$ cat src/rtl/pong_game_ctrl.sv
// pong_game_ctrl: match sequencer for the PingPong game.
// Drives paddle home/enable, times the serve and the post-point pause in frames,
// keeps both scores, declares the winner and launches the ball.
module pong_game_ctrl #(
  parameter int WIN_SCORE    = 7,
  parameter int SCORE_W      = 4,
  parameter int SERVE_FRAMES = 60,
  parameter int POINT_FRAMES = 90
) (
  input  logic               clk,
  input  logic               rst_n,
  input  logic               start,
  input  logic               frame_tick,
  input  logic               miss_l,
  input  logic               miss_r,
  output logic               reset_game,
  output logic               paddle_en,
  output logic               ball_launch,
  output logic               serve_dir,
  output logic [SCORE_W-1:0] score1,
  output logic [SCORE_W-1:0] score2,
  output logic [1:0]         winner,
  output logic [2:0]         state
);

  // Frame counter only has to reach the longer of the two delays.
  localparam int MAX_FRAMES = (SERVE_FRAMES > POINT_FRAMES) ? SERVE_FRAMES : POINT_FRAMES;
  localparam int CNT_W      = $clog2(MAX_FRAMES + 1);

  typedef enum logic [2:0] {
    st_idle  = 3'd0,
    st_home  = 3'd1,
    st_serve = 3'd2,
    st_play  = 3'd3,
    st_point = 3'd4,
    st_over  = 3'd5
  } state_t;

  state_t             state_reg, state_next;
  logic [CNT_W-1:0]   cnt_reg, cnt_next;
  logic [SCORE_W-1:0] score1_reg, score1_next;
  logic [SCORE_W-1:0] score2_reg, score2_next;
  logic [1:0]         winner_reg, winner_next;
  logic               dir_reg, dir_next;
  logic               reset_game_reg, reset_game_next;
  logic               paddle_en_reg, paddle_en_next;
  logic               ball_launch_reg, ball_launch_next;

  logic [SCORE_W-1:0] s1_inc, s2_inc;

  assign s1_inc = score1_reg + SCORE_W'(1);
  assign s2_inc = score2_reg + SCORE_W'(1);

  // State, counter, scores and registered outputs.
  always_ff @(posedge clk or negedge rst_n) begin
    if (!rst_n) begin
      state_reg       <= st_idle;
      cnt_reg         <= '0;
      score1_reg      <= '0;
      score2_reg      <= '0;
      winner_reg      <= 2'b00;
      dir_reg         <= 1'b0;
      reset_game_reg  <= 1'b0;
      paddle_en_reg   <= 1'b0;
      ball_launch_reg <= 1'b0;
    end else begin
      state_reg       <= state_next;
      cnt_reg         <= cnt_next;
      score1_reg      <= score1_next;
      score2_reg      <= score2_next;
      winner_reg      <= winner_next;
      dir_reg         <= dir_next;
      reset_game_reg  <= reset_game_next;
      paddle_en_reg   <= paddle_en_next;
      ball_launch_reg <= ball_launch_next;
    end
  end

  // Next-state logic; outputs are derived from the upcoming state so they
  // line up with the state they describe once registered.
  always_comb begin
    state_next  = state_reg;
    cnt_next    = cnt_reg;
    score1_next = score1_reg;
    score2_next = score2_reg;
    winner_next = winner_reg;
    dir_next    = dir_reg;

    case (state_reg)
      st_idle, st_over: begin
        if (start) begin
          state_next  = st_home;
          score1_next = '0;
          score2_next = '0;
          winner_next = 2'b00;
          dir_next    = 1'b0;
        end
      end
      st_home: begin
        // frame_tick is deliberately ignored here: the serve delay starts fresh.
        cnt_next   = '0;
        state_next = st_serve;
      end
      st_serve: begin
        if (frame_tick) begin
          if (cnt_reg == CNT_W'(SERVE_FRAMES - 1)) begin
            cnt_next   = '0;
            state_next = st_play;
          end else begin
            cnt_next = cnt_reg + CNT_W'(1);
          end
        end
      end
      st_play: begin
        if (miss_l && miss_r) begin
          // Simultaneous misses cancel out: replay the point without scoring.
          cnt_next   = '0;
          state_next = st_point;
        end else if (miss_r) begin
          score1_next = s1_inc;
          dir_next    = 1'b1;
          if (s1_inc == SCORE_W'(WIN_SCORE)) begin
            winner_next = 2'b01;
            state_next  = st_over;
          end else begin
            cnt_next   = '0;
            state_next = st_point;
          end
        end else if (miss_l) begin
          score2_next = s2_inc;
          dir_next    = 1'b0;
          if (s2_inc == SCORE_W'(WIN_SCORE)) begin
            winner_next = 2'b10;
            state_next  = st_over;
          end else begin
            cnt_next   = '0;
            state_next = st_point;
          end
        end
      end
      st_point: begin
        if (frame_tick) begin
          if (cnt_reg == CNT_W'(POINT_FRAMES - 1)) begin
            cnt_next   = '0;
            state_next = st_home;
          end else begin
            cnt_next = cnt_reg + CNT_W'(1);
          end
        end
      end
      default: begin
        cnt_next   = '0;
        state_next = st_idle;
      end
    endcase

    reset_game_next  = (state_next == st_home);
    paddle_en_next   = (state_next == st_serve) || (state_next == st_play);
    ball_launch_next = (state_reg == st_serve) && (state_next == st_play);
  end

  assign reset_game  = reset_game_reg;
  assign paddle_en   = paddle_en_reg;
  assign ball_launch = ball_launch_reg;
  assign serve_dir   = dir_reg;
  assign score1      = score1_reg;
  assign score2      = score2_reg;
  assign winner      = winner_reg;
  assign state       = state_reg;

endmodule
$ cat config.mk
export PLATFORM = sky130hd
export DESIGN_NAME = pong_game_ctrl
export DESIGN_NICKNAME = d
export VERILOG_FILES = /design/src/rtl/pong_game_ctrl.sv
export SDC_FILE = /design/constraint.sdc
export NUM_CORES = 1
export LEC_CHECK = 0
export CAP_MARGIN = 15
export CORE_MARGIN = 4
export CORE_UTILIZATION = 55
export CTS_CLUSTER_SIZE = 12
export DETAILED_ROUTE_END_ITERATION = 6
export DONT_BUFFER_PORTS = 1
export GPL_ROUTABILITY_DRIVEN = 1
export PLACE_DENSITY = 0.72
export SLEW_MARGIN = 20
export SYNTH_ARGS = -nofsm -noshare
export SYNTH_HDL_FRONTEND = slang
export SYNTH_SLANG_ARGS = --single-unit
$ cat constraint.sdc
create_clock -name clk -period 2.76 [get_ports clk]
set_clock_uncertainty 0.15 [all_clocks]
set_input_delay 0.414 -clock clk [delete_from_list [all_inputs] [get_ports clk]]
set_output_delay 0.414 -clock clk [all_outputs]
set_load 0.01 [all_outputs]
# Word level (Yosys, flattened, before mapping)
# Index checks and enable logic that the tools add are counted.
# word_totals
input_bits,6
ff_bits,24
out_inout_bits,17
wordCells,90
# classes
n_eq_ne,25
n_addsub,3
reduce_logical,11
mux,41
bitwise,1
# ops
op,count
2-to-1 mux 7 bit,9
one-hot mux 7 bit (4 select lines),1
2-to-1 mux 3 bit,8
2-to-1 mux 4 bit,6
one-hot mux 4 bit (2 select lines),2
one-hot mux 3 bit (5 select lines),1
inequality test 2 bit (second input constant),7
== test 3 x 2 -> 1 bit (second input constant),4
2-to-1 mux 2 bit,6
inequality test 4 bit (second input constant),3
AND reduction 6 bit,2
inequality test 3 bit (second input constant),3
adder 4 x 1 -> 4 bit (second input constant),2
== test 4 x 3 -> 1 bit (second input constant),2
AND reduction 4 bit,2
adder 7 x 1 -> 7 bit (second input constant),1
== test 7 x 6 -> 1 bit (second input constant),1
== test 7 bit (second input constant),1
== test 3 x 1 -> 1 bit (second input constant),2
== test 3 bit (second input constant),2
2-to-1 mux 1 bit,6
AND reduction 5 bit,1
one-hot mux 2 bit (2 select lines),1
zero test 3 bit,1
6 further kinds,7

# Depth between registers and ports, before layout
# Gate-level depths: netlist of the first run.
# depth
word_depth,9
depth_mapped,8

# Worst setup path after synthesis of the first run
# Ideal clock, no wire load.
# synth_timing
kind,reg-to-reg
start,register score2_reg[0] (netlist: score2[0])
end,register cnt_reg[0]
stages_incl_launch_ff,7
setup_time_ps,118
period_less_slack_ps,2274
n_path_buf,0
slack_ps,486
t_arrival_ps,2006
required_ps,2492
path_cell_list,dfrtp_1 > ha_1 > or4_1 > a31o_1 > o221ai_4 > nor3_1 > a21o_1
# synth_via
elab_chain_len,4
# synth_rtl
item,line,rtl
"start, declared",42,"logic [SCORE_W-1:0] score2_reg, score2_next;"
"start signal, assigned",70,score2_reg <= score2_next;
adder 4 x 1 -> 4 bit,52,assign s2_inc = score2_reg + SCORE_W'(1);
== test 4 x 3 -> 1 bit,132,if (s2_inc == SCORE_W'(WIN_SCORE)) begin
inequality test 4 bit (no source line),--,
AND reduction 6 bit (no source line),--,
"end signal, assigned",68,cnt_reg <= cnt_next;
"end, declared",40,"logic [CNT_W-1:0] cnt_reg, cnt_next;"
# Every way passes these cells.
# A chain may end at the register's enable or synchronous reset.

# Final worst setup path of the first run
# Ends and elaborated chain as after synthesis.

==> results of run 1 <==
==> Yosys cell counts, types with 2 or more instances <==
cell type	n
a22o_1	2
dfrtp_1	24
buf_4	2
a21oi_1	8
nand3_1	10
or4_1	4
inv_1	9
nor2_1	10
xnor2_1	2
nor3_1	4
or3_1	3
a31oi_1	3
nor4_1	2
and2_1	2
nand2b_1	7
nand2_1	18
nand4_1	2
a21o_1	2
o21ai_0	18
o31ai_1	3
ha_1	6
o21ai_1	3
==> area by class of cell <==
class	count	area [um2]
clock buffer	3	22.52
clock inverter	1	30.03
fill	213	958.4
inverter	9	33.78
multi-input combinational	129	794.5
sequential	24	600.6
tap	30	37.54
timing repair buffer	3	22.52
==> routing by layer <==
layer | vias up | routed length [um] | GRT usage
li1 | 619 | - | -
met1 | 579 | 1310 | 0.2262
met2 | 42 | 1395 | 0.2995
met3 | 5 | 197 | 0.03704
met4 | 0 | 47 | 0.07595
met5 | - | 0 | 0
==> critical path: cells and delay by family (launching register included) <==
kind                     cells  cell delay (ps)
flip-flops                   1              500
AND/OR/NAND/NOR              2              620
adder cells (fa/ha/maj)      1              300
AO/OA/AOI/OAI                3              770
==> cell families (layout without fill, tap and decap cells) <==
group / after synthesis / after routing / share of synthesized area
adder cells (fa/ha/maj): 6 / 6 / 0.05128
multiplexers: 1 / 1 / 0.006838
buffers and inverters: 14 / 16 / 0.04700
XOR/XNOR: 2 / 2 / 0.01197
AND/OR/NAND/NOR: 71 / 71 / 0.2547
AO/OA/AOI/OAI: 49 / 49 / 0.2180
flip-flops: 24 / 24 / 0.4103
==> power breakdown <==
group | internal (mW) | switching, mW | leakage, nW
sequential | 0.437 | 0.141 | 0.326
clock | 0.147 | 0.106 | 0.0279
combinational | 0.176 | 0.297 | 0.293
==> what timing repair did <==
action	4_1_cts	5_1_grt
endpoints found under the setup margin	0	0
endpoints found under the hold margin	24	24
hold buffers	1	1
==> path summary, 6_finish.rpt <==
path / from / endpoint / slack, ps / cells after the start
setup / recovery: score2[0] / cnt_reg[0] / 330 / 6
hold / removal: miss_r / winner[1] / 20 / 1
setup reg to reg: score2[0] / cnt_reg[0] / 330 / 6
hold reg to reg: cnt_reg[1] / cnt_reg[1] / 420 / 2
max in group asynchronous: rst_n / cnt_reg[0] / 1670 / 2
min in group asynchronous: rst_n / winner[0] / 440 / 2
==> run_results.csv, run 1 <==
group,metric,value,unit
place,gp_congestion,0.8040,
global_routing,antenna_found_initial,0,
setup_path,crit_path_max_fanout,10,
final_layout,area_growth,5.299,%
cts,cts-resized-gates,0,
route,drt_iter0_drc,65,
yosys,yosysUniqueCellTypes,45,
timing,min_period,2430,ps
cts,clkTransAtPathRegs,130,ps
die,std_cell_rows,18,
place,dp_hpwl,2200,um
timing,rsz0062_at_grt,"no",
pwr,power_density,846.2,mW/mm2
route,dr.pass1.iters,4,
timing,drv_slew,0,
yosys,ys_top_cells_by_area,"dfrtp_1, o21ai_0, ha_1, nand2_1, nand3_1",
yosys,synth_nets,179,
die,die_w,59.59,um
yosys,yosys.area.top_type,"dfrtp_1",
timing,tns,0,ps
cts,insertion_delay,320,ps
route,vias,1245,
global_routing,grt_pass1_vias,1152,
final_layout,finish.instance_area,0.001541,mm2
timing,slew_headroom,0.4843,
yosys,synth_top_area_share,0.4103,
global_routing,grt_usage,0.1803,
setup_path,critPathSlowestCell,"or4_1",
setup_path,worstPathArrival,2510,ps
final_layout,instances_no_fill,199,
die,io_pins,23,
place,dp.cells,193,
yosys,syn_area_per_cell,8.766,um2
place,port_buffers,0,
yosys,ys_ff_latch,24,
pwr,ir_drop,0.0006405,V
final_layout,largest_reg_flops,7,
global_routing,overflow,0,
hold_path,hold_class,"primary input to flip-flop",
pwr,leakagePower,0.6474,nW
status,status,"finished clean",
die,die_h,59.59,um
cts,cts-root-buf,"clkbuf_4",
final_layout,layout_common_cells,"dfrtp_1, nand2_1, o21ai_0",
setup_path,critPathMaxStageDelay,530,ps
timing,worst_pin_slew,766.5,ps
timing,timing.hold.ws,20.51,ps
place,placed_area,0.001474,mm2
timing,max_freq,411.5,MHz
yosys,synth.cell_area,0.001464,mm2
global_routing,grt_first_pass_wirelength,4892,um
route,drc,0,
timing,hold_viol,0,
yosys,synth-main-ff-cell,"dfrtp_1",
run,maxCapViolCount,0,
cts,cts-htree-levels,1,
final_layout,antenna_cells,0,
die,dieArea,0.003551,mm2
cts,clock_sinks,24,
setup_path,cp-end-kind,"flip-flop",
cts,cts_tree,"built",
timing,finalCritPeriodShare,0.8804,
route,avgRoutedWirePerCell,14.82,um
place,dp_slack,364.3,ps
cts,cts_inserted_buffers,3,
yosys,syn_inst,167,
yosys,synth.yosys.seq_area_share,0.4103,
pwr,p_total,1.304,mW
setup_path,startpoint_type,"flip-flop",
cts,cts_setup_buffers,0,
setup_path,critPathKind,"flip-flop to flip-flop",
route,viasPerCell,6.256,
yosys,yosysWarningCount,0,
route,wl,2950,um
route,postRouteAntennaNets,0,
final_layout,final_nets,182,
yosys,synth-async-reset-ratio,1.000,
die,core-area,0.002500,mm2
cts,cts_buffer_depth,2,
setup_path,crit_required,2840,ps
timing,setup_slack,330.1,ps
final_layout,layout-drive-gt1-share,0.04734,
yosys,synth_edf_count,0,
die,initial_core_util,0.5856,
setup_path,worstPathCellList,"ha_1 > or4_1 > a31o_1 > o221ai_4 > nor3_1 > a21o_1",
timing,setup_viol,0,
final_layout,utilization,0.6166,
final_layout,layout_commonest_cell,"dfrtp_1",
global_routing,grt_max_degree,25,
Note: power is estimated with default switching activity, not from simulation.
==> run 2: changes to the inputs <==
Settings changed: GPL_TIMING_DRIVEN set to 0.
==> run_results.csv, run 2 (synthesis results as in run 1) <==
group,metric,value,unit
cts,cts-resized-gates,0,
cts,cts_inserted_buffers,3,
hold_path,holdPathStages,2,
global_routing,grt_max_degree,25,
timing,drv_slew,0,
timing,timing.hold.ws,115.9,ps
setup_path,critPathMaxStageDelay,550,ps
hold_path,hold_class,"primary input to flip-flop",
timing,setup_slack,269.7,ps
cts,clkTransAtPathRegs,130,ps
global_routing,overflow,0,
die,dieArea,0.003551,mm2
cts,cts-htree-levels,1,
cts,cts_tree,"built",
global_routing,grt_usage,0.1861,
cts,cts_setup_buffers,0,
final_layout,final_nets,186,
route,dr.pass1.iters,4,
final_layout,layout_common_cells,"dfrtp_1, nand2_1, o21ai_0",
place,dp_hpwl,2250,um
cts,cts-root-buf,"clkbuf_4",
timing,worst_pin_slew,717.7,ps
timing,hold_viol,0,
pwr,power_density,811.1,mW/mm2
timing,min_period,2490,ps
final_layout,instances_no_fill,203,
route,drt_iter0_drc,62,
final_layout,finish.instance_area,0.001553,mm2
die,die_w,59.59,um
global_routing,grt_first_pass_wirelength,5050,um
final_layout,antenna_cells,0,
route,viasPerCell,6.079,
cts,hold_buffers,1,
cts,cts_buffer_depth,2,
place,dp.cells,197,
pwr,leakagePower,0.6566,nW
setup_path,crit_path_max_fanout,10,
die,io_pins,23,
route,avgRoutedWirePerCell,14.86,um
die,std_cell_rows,18,
final_layout,largest_reg_flops,7,
final_layout,utilization,0.6211,
timing,tns,0,ps
setup_path,reg2regPathDepth,6,
route,vias,1234,
die,die_h,59.59,um
place,port_buffers,0,
final_layout,layout-drive-gt1-share,0.06358,
setup_path,cp-end-kind,"flip-flop",
setup_path,worstPathCellList,"ha_1 > or4_1 > a31o_1 > o221ai_4 > nor3_1 > a21o_1",
place,gp_congestion,0.8665,
cts,clock_sinks,24,
timing,max_freq,401.6,MHz
die,initial_core_util,0.5856,
die,core-area,0.002500,mm2
setup_path,startpoint_type,"flip-flop",
setup_path,critPathKind,"flip-flop to flip-flop",
setup_path,critPathSlowestCell,"or4_1",
timing,slew_headroom,0.5171,
cts,insertion_delay,320,ps
global_routing,antenna_found_initial,0,
route,wl,3017,um
final_layout,layout_commonest_cell,"dfrtp_1",
pwr,ir_drop,0.0006097,V
final_layout,area_growth,6.068,%
route,postRouteAntennaNets,0,
timing,rsz0062_at_grt,"no",
pwr,p_total,1.259,mW
global_routing,grt_pass1_vias,1174,
timing,setup_viol,0,
timing,finalCritPeriodShare,0.9023,
setup_path,worstPathArrival,2570,ps
run,maxCapViolCount,0,
status,status,"finished clean",
setup_path,crit_required,2840,ps
place,dp_slack,282.4,ps
place,placed_area,0.001501,mm2
route,drc,0,
[run 2: cell count changes in the layout (fill, tap and decap cells not counted), sizes merged]
cell and change:
buf +2, bufinv -1, clkbuf +3
[run 2: layer usage]
metal | GRT usage | vias to the layer above | share of wire
li1 | - | 624 | -
met1 | 0.2286 | 578 | 0.45
met2 | 0.3042 | 27 | 0.49
met3 | 0.04357 | 5 | 0.051
met4 | 0.09177 | 0 | 0.014
met5 | 0 | - | 0
[run 2: worst max-delay path: cells and delay by family, from the launching register on]
family / cells / cell delay (ps)
AOI/OAI and AO/OA: 3 / 790
and+or+nand+nor: 2 / 640
DFF: 1 / 510
adders and majority gates: 1 / 300
[run 2: where the power goes]
part           internal, mW  switching (mW)  total, mW
clock                0.0807           0.107      0.188
combinational         0.189           0.329      0.518
sequential            0.438           0.116      0.554
[run 2: path summary, 6_finish.rpt]
path	start	to	slack, ps
worst max-delay path	score2[0]	cnt_reg[0]	270
worst min-delay path	frame_tick	state[0]	120
worst max register to register	score2[0]	cnt_reg[0]	270
worst min register to register	cnt_reg[1]	cnt_reg[1]	400
max in group asynchronous	rst_n	cnt_reg[1]	1670
min in group asynchronous	rst_n	score2[2]	440
[run 2: final cells by class]
| class | count | area [um2] |
|---|---|---|
| Buffer | 5 | 35.03 |
| Clock buffer | 4 | 36.28 |
| Fill cell | 222 | 947.2 |
| Inverter | 9 | 33.78 |
| Multi-Input combinational cell | 129 | 794.5 |
| Sequential cell | 24 | 600.6 |
| Tap cell | 30 | 37.54 |
| Timing Repair Buffer | 2 | 15.01 |
